`src/rtl/dfd_cla_pkg.sv`:
```
// Shared types for the CLA debug-bus change detector: channel mode and per-channel config.
// The dfd_cr_csr_pkg register map unpacks into ChangeChCfg_s. Fields are sized for the widest instance.
package dfd_cla_pkg;

    localparam int DFD_CLA_DBG_W_MAX = 64;
    localparam int DFD_CLA_CNT_W_MAX = 16;

    typedef enum logic [1:0] {
        ANY   = 2'd0,
        RISE  = 2'd1,
        FALL  = 2'd2,
        LEVEL = 2'd3
    } ChangeMode_e;

    typedef struct packed {
        logic                         Enable;
        ChangeMode_e                  Mode;
        logic [DFD_CLA_DBG_W_MAX-1:0] Mask;
        logic [DFD_CLA_CNT_W_MAX-1:0] Threshold;
    } ChangeChCfg_s;

    // Raw (unqualified) event for one channel given the masked bus now and one cycle ago.
    function automatic logic mode_event(input ChangeMode_e mode,
                                        input logic [DFD_CLA_DBG_W_MAX-1:0] cur,
                                        input logic [DFD_CLA_DBG_W_MAX-1:0] prev);
        logic ev;
        case (mode)
            ANY:     ev = (cur != prev);
            RISE:    ev = |(cur & ~prev);
            FALL:    ev = |(~cur & prev);
            default: ev = |cur;
        endcase
        return ev;
    endfunction

endpackage

```
`src/rtl/dfd_cla_debug_signals_change_ch.sv`:
```
// One change-detect channel: masks the bus, detects the selected edge/level event,
// counts qualified events and pulses a match when the threshold is reached.
module dfd_cla_debug_signals_change_ch
    import dfd_cla_pkg::*;
#(
    parameter int DEBUG_SIGNALS_WIDTH = 64,
    parameter int CNT_W               = 8
) (
    input  logic                           clock,
    input  logic                           reset_n,
    input  ChangeChCfg_s                   i_cfg,
    input  logic                           i_clear,
    input  logic [DEBUG_SIGNALS_WIDTH-1:0] i_debug_signals,
    output logic                           o_match_nxt,
    output logic                           o_match,
    output logic [CNT_W-1:0]               o_count
);

    logic [DEBUG_SIGNALS_WIDTH-1:0] r_prev;
    logic                           r_primed;
    logic [CNT_W-1:0]               r_cnt;
    logic                           r_match;

    logic [DEBUG_SIGNALS_WIDTH-1:0] w_masked;
    logic                           w_event_raw;
    logic                           w_event_q;
    logic [CNT_W:0]                 w_cnt_inc;
    logic [CNT_W:0]                 w_thr;
    logic [CNT_W-1:0]               w_cnt_nxt;
    logic                           w_match_nxt;

    // Mask/Mode act combinationally, so a Mask change in ANY mode can raise one spurious event.
    assign w_masked    = i_debug_signals & i_cfg.Mask[DEBUG_SIGNALS_WIDTH-1:0];
    assign w_event_raw = mode_event(i_cfg.Mode,
                                    DFD_CLA_DBG_W_MAX'(w_masked),
                                    DFD_CLA_DBG_W_MAX'(r_prev));
    assign w_event_q   = w_event_raw & i_cfg.Enable & r_primed & ~i_clear;

    // One extra bit keeps count+1 from wrapping; threshold 0 is treated as 1.
    assign w_cnt_inc = {1'b0, r_cnt} + {{CNT_W{1'b0}}, 1'b1};
    assign w_thr     = (i_cfg.Threshold[CNT_W-1:0] == '0) ? {{CNT_W{1'b0}}, 1'b1}
                                                          : {1'b0, i_cfg.Threshold[CNT_W-1:0]};

    always_comb begin
        w_cnt_nxt   = r_cnt;
        w_match_nxt = 1'b0;
        if (i_clear) begin
            w_cnt_nxt = '0;
        end else if (w_event_q) begin
            if (w_cnt_inc >= w_thr) begin
                w_cnt_nxt   = '0;
                w_match_nxt = 1'b1;
            end else begin
                w_cnt_nxt = w_cnt_inc[CNT_W-1:0];
            end
        end
    end

    // prev always tracks the bus, so priming one cycle later never compares against stale data.
    always_ff @(posedge clock or negedge reset_n) begin
        if (!reset_n) begin
            r_prev   <= '0;
            r_primed <= 1'b0;
            r_cnt    <= '0;
            r_match  <= 1'b0;
        end else begin
            r_prev   <= w_masked;
            r_primed <= i_cfg.Enable & ~i_clear;
            r_cnt    <= w_cnt_nxt;
            r_match  <= w_match_nxt;
        end
    end

    assign o_match_nxt = w_match_nxt;
    assign o_match     = r_match;
    assign o_count     = r_cnt;

    if (DEBUG_SIGNALS_WIDTH < DFD_CLA_DBG_W_MAX) begin : g_mask_pad
        logic w_unused_mask;
        assign w_unused_mask = |i_cfg.Mask[DFD_CLA_DBG_W_MAX-1:DEBUG_SIGNALS_WIDTH];
    end
    if (CNT_W < DFD_CLA_CNT_W_MAX) begin : g_thr_pad
        logic w_unused_thr;
        assign w_unused_thr = |i_cfg.Threshold[DFD_CLA_CNT_W_MAX-1:CNT_W];
    end

endmodule

```
`src/rtl/dfd_cla_debug_signals_change_mc.sv`:
```
// Multi-channel debug-bus change detector: NUM_CH independent channels plus a
// registered OR of all channel matches.
module dfd_cla_debug_signals_change_mc
    import dfd_cla_pkg::*;
#(
    parameter int DEBUG_SIGNALS_WIDTH = 64,
    parameter int NUM_CH              = 4,
    parameter int CNT_W               = 8
) (
    input  logic                             clock,
    input  logic                             reset_n,
    input  ChangeChCfg_s [NUM_CH-1:0]        ChCfg,
    input  logic [NUM_CH-1:0]                ch_clear,
    input  logic [DEBUG_SIGNALS_WIDTH-1:0]   debug_signals,
    output logic [NUM_CH-1:0]                change_match,
    output logic                             change_match_any,
    output logic [NUM_CH-1:0][CNT_W-1:0]     change_count
);

    logic [NUM_CH-1:0] w_match_nxt;
    logic              r_match_any;

    for (genvar c = 0; c < NUM_CH; c++) begin : g_ch
        dfd_cla_debug_signals_change_ch #(
            .DEBUG_SIGNALS_WIDTH(DEBUG_SIGNALS_WIDTH),
            .CNT_W              (CNT_W)
        ) u_ch (
            .clock          (clock),
            .reset_n        (reset_n),
            .i_cfg          (ChCfg[c]),
            .i_clear        (ch_clear[c]),
            .i_debug_signals(debug_signals),
            .o_match_nxt    (w_match_nxt[c]),
            .o_match        (change_match[c]),
            .o_count        (change_count[c])
        );
    end

    // Built from next-state matches so it lines up with change_match.
    always_ff @(posedge clock or negedge reset_n) begin
        if (!reset_n) begin
            r_match_any <= 1'b0;
        end else begin
            r_match_any <= |w_match_nxt;
        end
    end

    assign change_match_any = r_match_any;

endmodule

```
`config.mk`:
```
export PLATFORM = sky130hd
export DESIGN_NAME = dfd_cla_debug_signals_change_mc
export DESIGN_NICKNAME = d
export VERILOG_FILES = /design/src/rtl/dfd_cla_pkg.sv /design/src/rtl/dfd_cla_debug_signals_change_ch.sv /design/src/rtl/dfd_cla_debug_signals_change_mc.sv
export SDC_FILE = /design/constraint.sdc
export NUM_CORES = 1
export LEC_CHECK = 0
export CORE_MARGIN = 2
export CORE_UTILIZATION = 50
export CTS_BUF_LIST = sky130_fd_sc_hd__clkbuf_8 sky130_fd_sc_hd__clkbuf_16
export CTS_CLUSTER_SIZE = 25
export DETAILED_ROUTE_END_ITERATION = 8
export GPL_ROUTABILITY_DRIVEN = 0
export GPL_TIMING_DRIVEN = 0
export MAX_ROUTING_LAYER = met4
export PLACE_DENSITY = 0.83
export SETUP_SLACK_MARGIN = 0.2
export SKIP_LAST_GASP = 1
export SLEW_MARGIN = 25
export SYNTH_ARGS = -nofsm -noshare
export SYNTH_HDL_FRONTEND = slang
export SYNTH_HIERARCHICAL = 1
export SYNTH_SLANG_ARGS = --single-unit
export TNS_END_PERCENT = 5
```
`constraint.sdc`:
```
create_clock -name clock -period 5.24 [get_ports clock]
set_input_delay 1.048 -clock clock [delete_from_list [all_inputs] [get_ports clock]]
set_output_delay 1.048 -clock clock [all_outputs]
set_load 0.03 [all_outputs]
```
# ---- Word level (Yosys, flattened, before mapping)
# Cells that the tools add are included.
# Widths: inputs -> output; s select.
dict set report word_totals {
  ff_bits 297
  output_inout_bits 37
  wordCells 134
}
dict set report classes {
  n_addsub 4
  magnitude_cmp 4
  n_eq_ne 12
  muxes 32
  n_bitwise 40
  reduce_logical 25
}
# operator n
set op_table {}
lappend op_table {{$and 64x64->64} 12}
lappend op_table {{$reduce_or 64->1} 12}
lappend op_table {{$not 64->64} 8}
lappend op_table {{$ne 64x64->1} 4}
lappend op_table {{$mux 8} 16}
lappend op_table {{$add 8x1->9 const B} 4}
lappend op_table {{$ge 9x9->1} 4}
lappend op_table {{$logic_not 8->1} 4}
lappend op_table {{$and 1x1->1} 16}
lappend op_table {{$mux 1} 12}
lappend op_table {{$pmux 1 s3} 4}
lappend op_table {{$eq 2x1->1 const B} 4}
lappend op_table {{$eq 2x2->1 const B} 4}
lappend op_table {{$logic_not 2->1} 4}
lappend op_table {{$reduce_bool 2->1} 4}
lappend op_table {{$not 1->1} 4}
lappend op_table {{$reduce_or 4->1} 1}

# ---- Depth between registers and ports, before layout
dict set report logic_depth {
  word_depth 11
  mapped_depth 12
  depth_no_buf 12
}

# ---- Hierarchy
# Netlist, hierarchy kept.
# mod n_inst cells_each area_per_inst_um2
set modules_own_cells {}
lappend modules_own_cells {dfd_cla_debug_signals_change_ch 4 577 5494.0}
lappend modules_own_cells {dfd_cla_debug_signals_change_mc 1 2 32.5}

# ---- Worst setup path after synthesis
# Ideal clock, no wire load.
dict set report synth_path {
  path_kind {input -> register}
  startpoint {input port debug_signals[30]}
  endpoint {register r_match_any (netlist: change_match_any)}
  setup_time_ns 0.139
  arrival_ns 3.200
  required_time_ns 5.101
  setup_slack_ns 1.902
  stages 11
  path_cell_list {nand2_1 -> inv_1 -> ha_1 -> nor4_4 -> nand4_1 -> or4_1 -> o22a_2 -> nand3_4 -> buf_12 -> nor3_1 -> or4_1}
}
dict set report synth_via {
  elab_chain_cells 11
}
# item line
set synth_rtl {}
lappend synth_rtl {{start, declared} dfd_cla_debug_signals_change_mc.sv:14} ;# input logic [DEBUG_SIGNALS_WIDTH-1:0] debug_signals,
lappend synth_rtl {{$and 64x64->64 (*)} dfd_cla_debug_signals_change_ch.sv:33} ;# assign w_masked = i_debug_signals & i_cfg.Mask[DEBUG_SIGNALS_WIDTH-1:0];
lappend synth_rtl {{via g_ch[1].u_ch.w_masked[30]} dfd_cla_debug_signals_change_ch.sv:24} ;# logic [DEBUG_SIGNALS_WIDTH-1:0] w_masked;
lappend synth_rtl {{$not 64->64} dfd_cla_pkg.sv:30} ;# FALL: ev = |(~cur & prev);
lappend synth_rtl {{$and 64x64->64} dfd_cla_pkg.sv:30}
lappend synth_rtl {{$reduce_or 64->1} dfd_cla_pkg.sv:30}
lappend synth_rtl {{$pmux 1 s3 (*)} dfd_cla_pkg.sv:27} ;# case (mode)
lappend synth_rtl {{$and 1x1->1 (*) (3 in series)} dfd_cla_debug_signals_change_ch.sv:37} ;# assign w_event_q = w_event_raw & i_cfg.Enable & r_primed & ~i_clear;
lappend synth_rtl {{$mux 1 (*)} dfd_cla_debug_signals_change_ch.sv:49} ;# end else if (w_event_q) begin
lappend synth_rtl {{$mux 1 (*)} dfd_cla_debug_signals_change_ch.sv:47} ;# if (i_clear) begin
lappend synth_rtl {{via w_match_nxt[1]} dfd_cla_debug_signals_change_mc.sv:20} ;# logic [NUM_CH-1:0] w_match_nxt;
lappend synth_rtl {{$reduce_or 4->1 (*)} dfd_cla_debug_signals_change_mc.sv:44} ;# r_match_any <= |w_match_nxt;
lappend synth_rtl {{end signal, assigned} dfd_cla_debug_signals_change_mc.sv:44}
lappend synth_rtl {{end, declared} dfd_cla_debug_signals_change_mc.sv:21} ;# logic r_match_any;
# Mark *: on every way through the listed nets, which the timed path passes. The rest lies on a longest branch.
# A chain may end at the register's enable or synchronous reset.

# ---- Final worst setup path
dict set report layout_path {
  startpoint {input port debug_signals[7]}
  endpoint {register r_match_any (netlist: change_match_any)}
}
dict set report layout_via {
  elab_chain_cells 11
}
# item line
set layout_rtl {}
lappend layout_rtl {{$and 64x64->64 (*)} dfd_cla_debug_signals_change_ch.sv:33}
lappend layout_rtl {{$not 64->64} dfd_cla_pkg.sv:30}
lappend layout_rtl {{$and 64x64->64} dfd_cla_pkg.sv:30}
lappend layout_rtl {{$reduce_or 64->1} dfd_cla_pkg.sv:30}
lappend layout_rtl {{$pmux 1 s3 (*)} dfd_cla_pkg.sv:27}
lappend layout_rtl {{$and 1x1->1 (*) (3 in series)} dfd_cla_debug_signals_change_ch.sv:37}
lappend layout_rtl {{$mux 1 (*)} dfd_cla_debug_signals_change_ch.sv:49}
lappend layout_rtl {{$mux 1 (*)} dfd_cla_debug_signals_change_ch.sv:47}
lappend layout_rtl {{via w_match_nxt[0]} dfd_cla_debug_signals_change_mc.sv:20}
lappend layout_rtl {{$reduce_or 4->1 (*)} dfd_cla_debug_signals_change_mc.sv:44}
# Marked as above.

==> results.py <==
metrics = {
    "synthesis": {
        "netlist_area_sq_um": 22000,
        "async_reset_ff_frac": 1.00,
        "ys_warn_count": 6,
        "syn-instance-count": 2310,
        "synth-seq-area-share": 0.338,
        "yosysTopAreaCell": "dfrtp_1",
        "synth_edf_count": 0,
        "synth_common_cells": "552 x inv_1, 548 x ha_1, 297 x dfrtp_1",
        "synth_top_area_frac": 0.338,
        "synthTopCellsByArea": "dfrtp_1 34%, ha_1 31%, inv_1 9.4%",
        "yosys_most_used_dff": "dfrtp_1",
        "syn_area_per_cell_sq_um": 9.53,
        "yosysMostFrequentCell": "inv_1",
        "ys_ff_latch": 297,
        "syn_nets": 3260,
        "ys_types": 50,
    },
    "status": {
        "status": "completed",
    },
    "detailed_routing": {
        "dr.pass1.iters": 6,
        "drt_wl_total_mm": 82.1,
        "drt_iter0_markers": 2264,
        "wl_per_cell_um": 24.3,
        "viasPerCell": 5.77,
        "ant_nets": 0,
        "dr_total_vias": 19500,
        "drc_errors": 0,
    },
    "worst_hold_path": {
        "min_path_type": "primary input to async pin",
    },
    "clocking": {
        "numCtsBuffers": 35,
        "clk_latency_ps": 520,
        "cts_tree": "done",
        "clk_pin_slew_ps": 60,
        "ctsResizeCount": 0,
        "clock-sinks": 297,
        "clock_path_buffers": 3,
        "postCtsSetupRepairBufs": 0,
        "cts_max_level": 2,
        "holdBufCountCts": 0,
        "root_buffer": "clkbuf_16",
    },
    "cells_and_area": {
        "final_layout_size_suffix_gt1_frac": 0.0547,
        "multiInputGateArea_sq_um": 12400,
        "area_delta_synth_final_pct": 27.3,
        "post-route-util": 0.647,
        "final_nets": 3706,
        "nFillCells": 3330,
        "ff_latch_area_sq_um": 7430,
    },
    "worst_setup_path": {
        "start_kind": "primary input",
        "reg2reg_depth": 12,
        "cp_max_fo": 10,
        "worstPathArrival_ps": 4900,
        "crit_path_end_kind": "flop",
        "timing.rr.end": "change_match_any$_DFF_PN0_",
        "reg2reg_from": "g_ch[0].u_ch/o_count[0]$_DFFE_PN0P_",
        "r2r_slack_ps": 1640,
        "setup.worst_path.class": "primary input to flop",
        "required_ps": 5620,
    },
    "floorplanning": {
        "die-area_sq_um": 45700,
        "rows": 76,
        "die_w_um": 214,
        "die_height_um": 214,
        "core_sq_um": 43300,
        "pin_count": 439,
        "initial_core_util": 0.509,
    },
    "placement": {
        "numPortBuffers": 406,
        "place.detailed.hpwl_mm": 65.4,
        "pre_cts_slack_ps": 285,
    },
    "timing": {
        "rsz0062_at_grt": "no",
        "finalClockSkew_ps": 17.2,
        "fin_ws_ps": 723,
        "timing.fmax_ghz": 0.221,
        "slew_viol_final": 0,
        "worstMarginPinSlew_ps": 856,
        "fin_crit_ps": 4520,
        "finalCritPeriodShare": 0.862,
        "finalHoldViolCount": 0,
        "slew_headroom": 0.427,
        "setup_violations": 0,
    },
    "pwr": {
        "p_per_area_nw_per_um2": 221,
        "leakagePower_nw": 15.0,
        "peakVddDrop_mv": 0.174,
    },
    "grt": {
        "grt_pass1_wl_mm": 118,
        "grt_overflow": 0,
        "track_usage": 0.367,
        "grt_pass1_vias": 20000,
        "antenna_found_initial": 14,
        "grt_max_degree": 92,
    },
    "run": {
        "maxCapViolCount": 0,
    },
}
-- layer usage --
layer	track usage	wire length [um]	vias up
met4	0.247	6860	0
met3	0.0751	9350	320
met1	0.449	30500	9353
met2	0.548	35400	1189
met5	-	0	-
li1	-	-	8624
-- worst max-delay path: stages --
cell and delay (ps):
clkdlybuf4s50_1 960, nand2_1 190, ha_1 240, nor4_1 580, nand3_1 150, or3_1 430, o311a_2 390, nand3_4 140
buf_12 150, nor3_1 100, or4_1 520
-- kinds of logic (layout without fill, tap and decap cells) --
logic type	count (synthesis)	count (layout)	share of synthesized area
and+or+nand+nor	749	749	0.195
buffers and inverters	560	1029	0.0998
adders and majority gates	548	548	0.312
DFF	297	297	0.338
AOI/OAI and AO/OA	132	132	0.0464
xor gates and xnor gates	20	20	0.00796
muxes	4	4	0.00182
other	0	14	0
-- how the worst max path moves through the flow --
| stage | start | to | depth (start not counted) |
|---|---|---|---|
| 5_1_grt | debug_signals[41] | change_match_any$_DFF_PN0_ | 11 |
| 3_3_place_gp | reset_n | g_ch[0].u_ch/o_match$_DFF_PN0_ | 1 |
| 4_1_cts | debug_signals[41] | change_match_any$_DFF_PN0_ | 11 |
| 2_1_floorplan | debug_signals[30] | change_match_any$_DFF_PN0_ | 11 |
| 6_report | debug_signals[7] | change_match_any$_DFF_PN0_ | 11 |
| 3_5_place_dp | debug_signals[41] | change_match_any$_DFF_PN0_ | 11 |
-- power by group --
part           total, mW  switching (mW)  internal (mW)
Combinational       1.35           0.769          0.580
Clock               2.36           0.986           1.38
Sequential          2.47          0.0679           2.40
Total               6.18            1.82           4.36
-- placed cells by master, fill, tap and decap left out, types with 14 or more instances in the layout --
master	count
inv_1	564
clkdlybuf4s50_1	405
nand2_1	296
nor2_1	44
nor4_1	120
nor4_2	20
o21ai_1	16
nand4_1	132
a22oi_1	44
clkbuf_16	35
ha_1	548
dfrtp_1	297
diode_2	14
xor2_1	16
-- area by class of cell --
| type | count | share of cell area |
|---|---|---|
| flip-flops and latches | 297 | 0.265 |
| multi-input cells | 1453 | 0.442 |
| inverters | 552 | 0.0740 |
| diodes | 14 | 0.00125 |
| clock buffers | 40 | 0.0337 |
| clock inverters | 20 | 0.00496 |
| plain buffers | 8 | 0.00447 |
| well taps | 585 | 0.0261 |
| repair buffers | 409 | 0.148 |
-- through the flow --
step                hold WS [ps]  power, mW  cells  setup TNS (ps)  instance area, sq um
floorplan                    681       3.05   2310               0                 22000
global placement             557       3.75   3301        -3006790                 26800
detailed placement           560       3.80   3304               0                 26900
CTS                          443       6.17   3364               0                 28000
global route                 464       6.39   3377               0                 28000
finish                       437       6.18   3378               0                 28000
-- flip-flops by register name, summed over array words and instances (netlist names) --
name                flops
change_match_any        1
g_ch.u_ch/o_count      32
g_ch.u_ch/o_match       4
g_ch.u_ch/r_prev      256
g_ch.u_ch/r_primed      4
(Power assumes the default switching activity.)
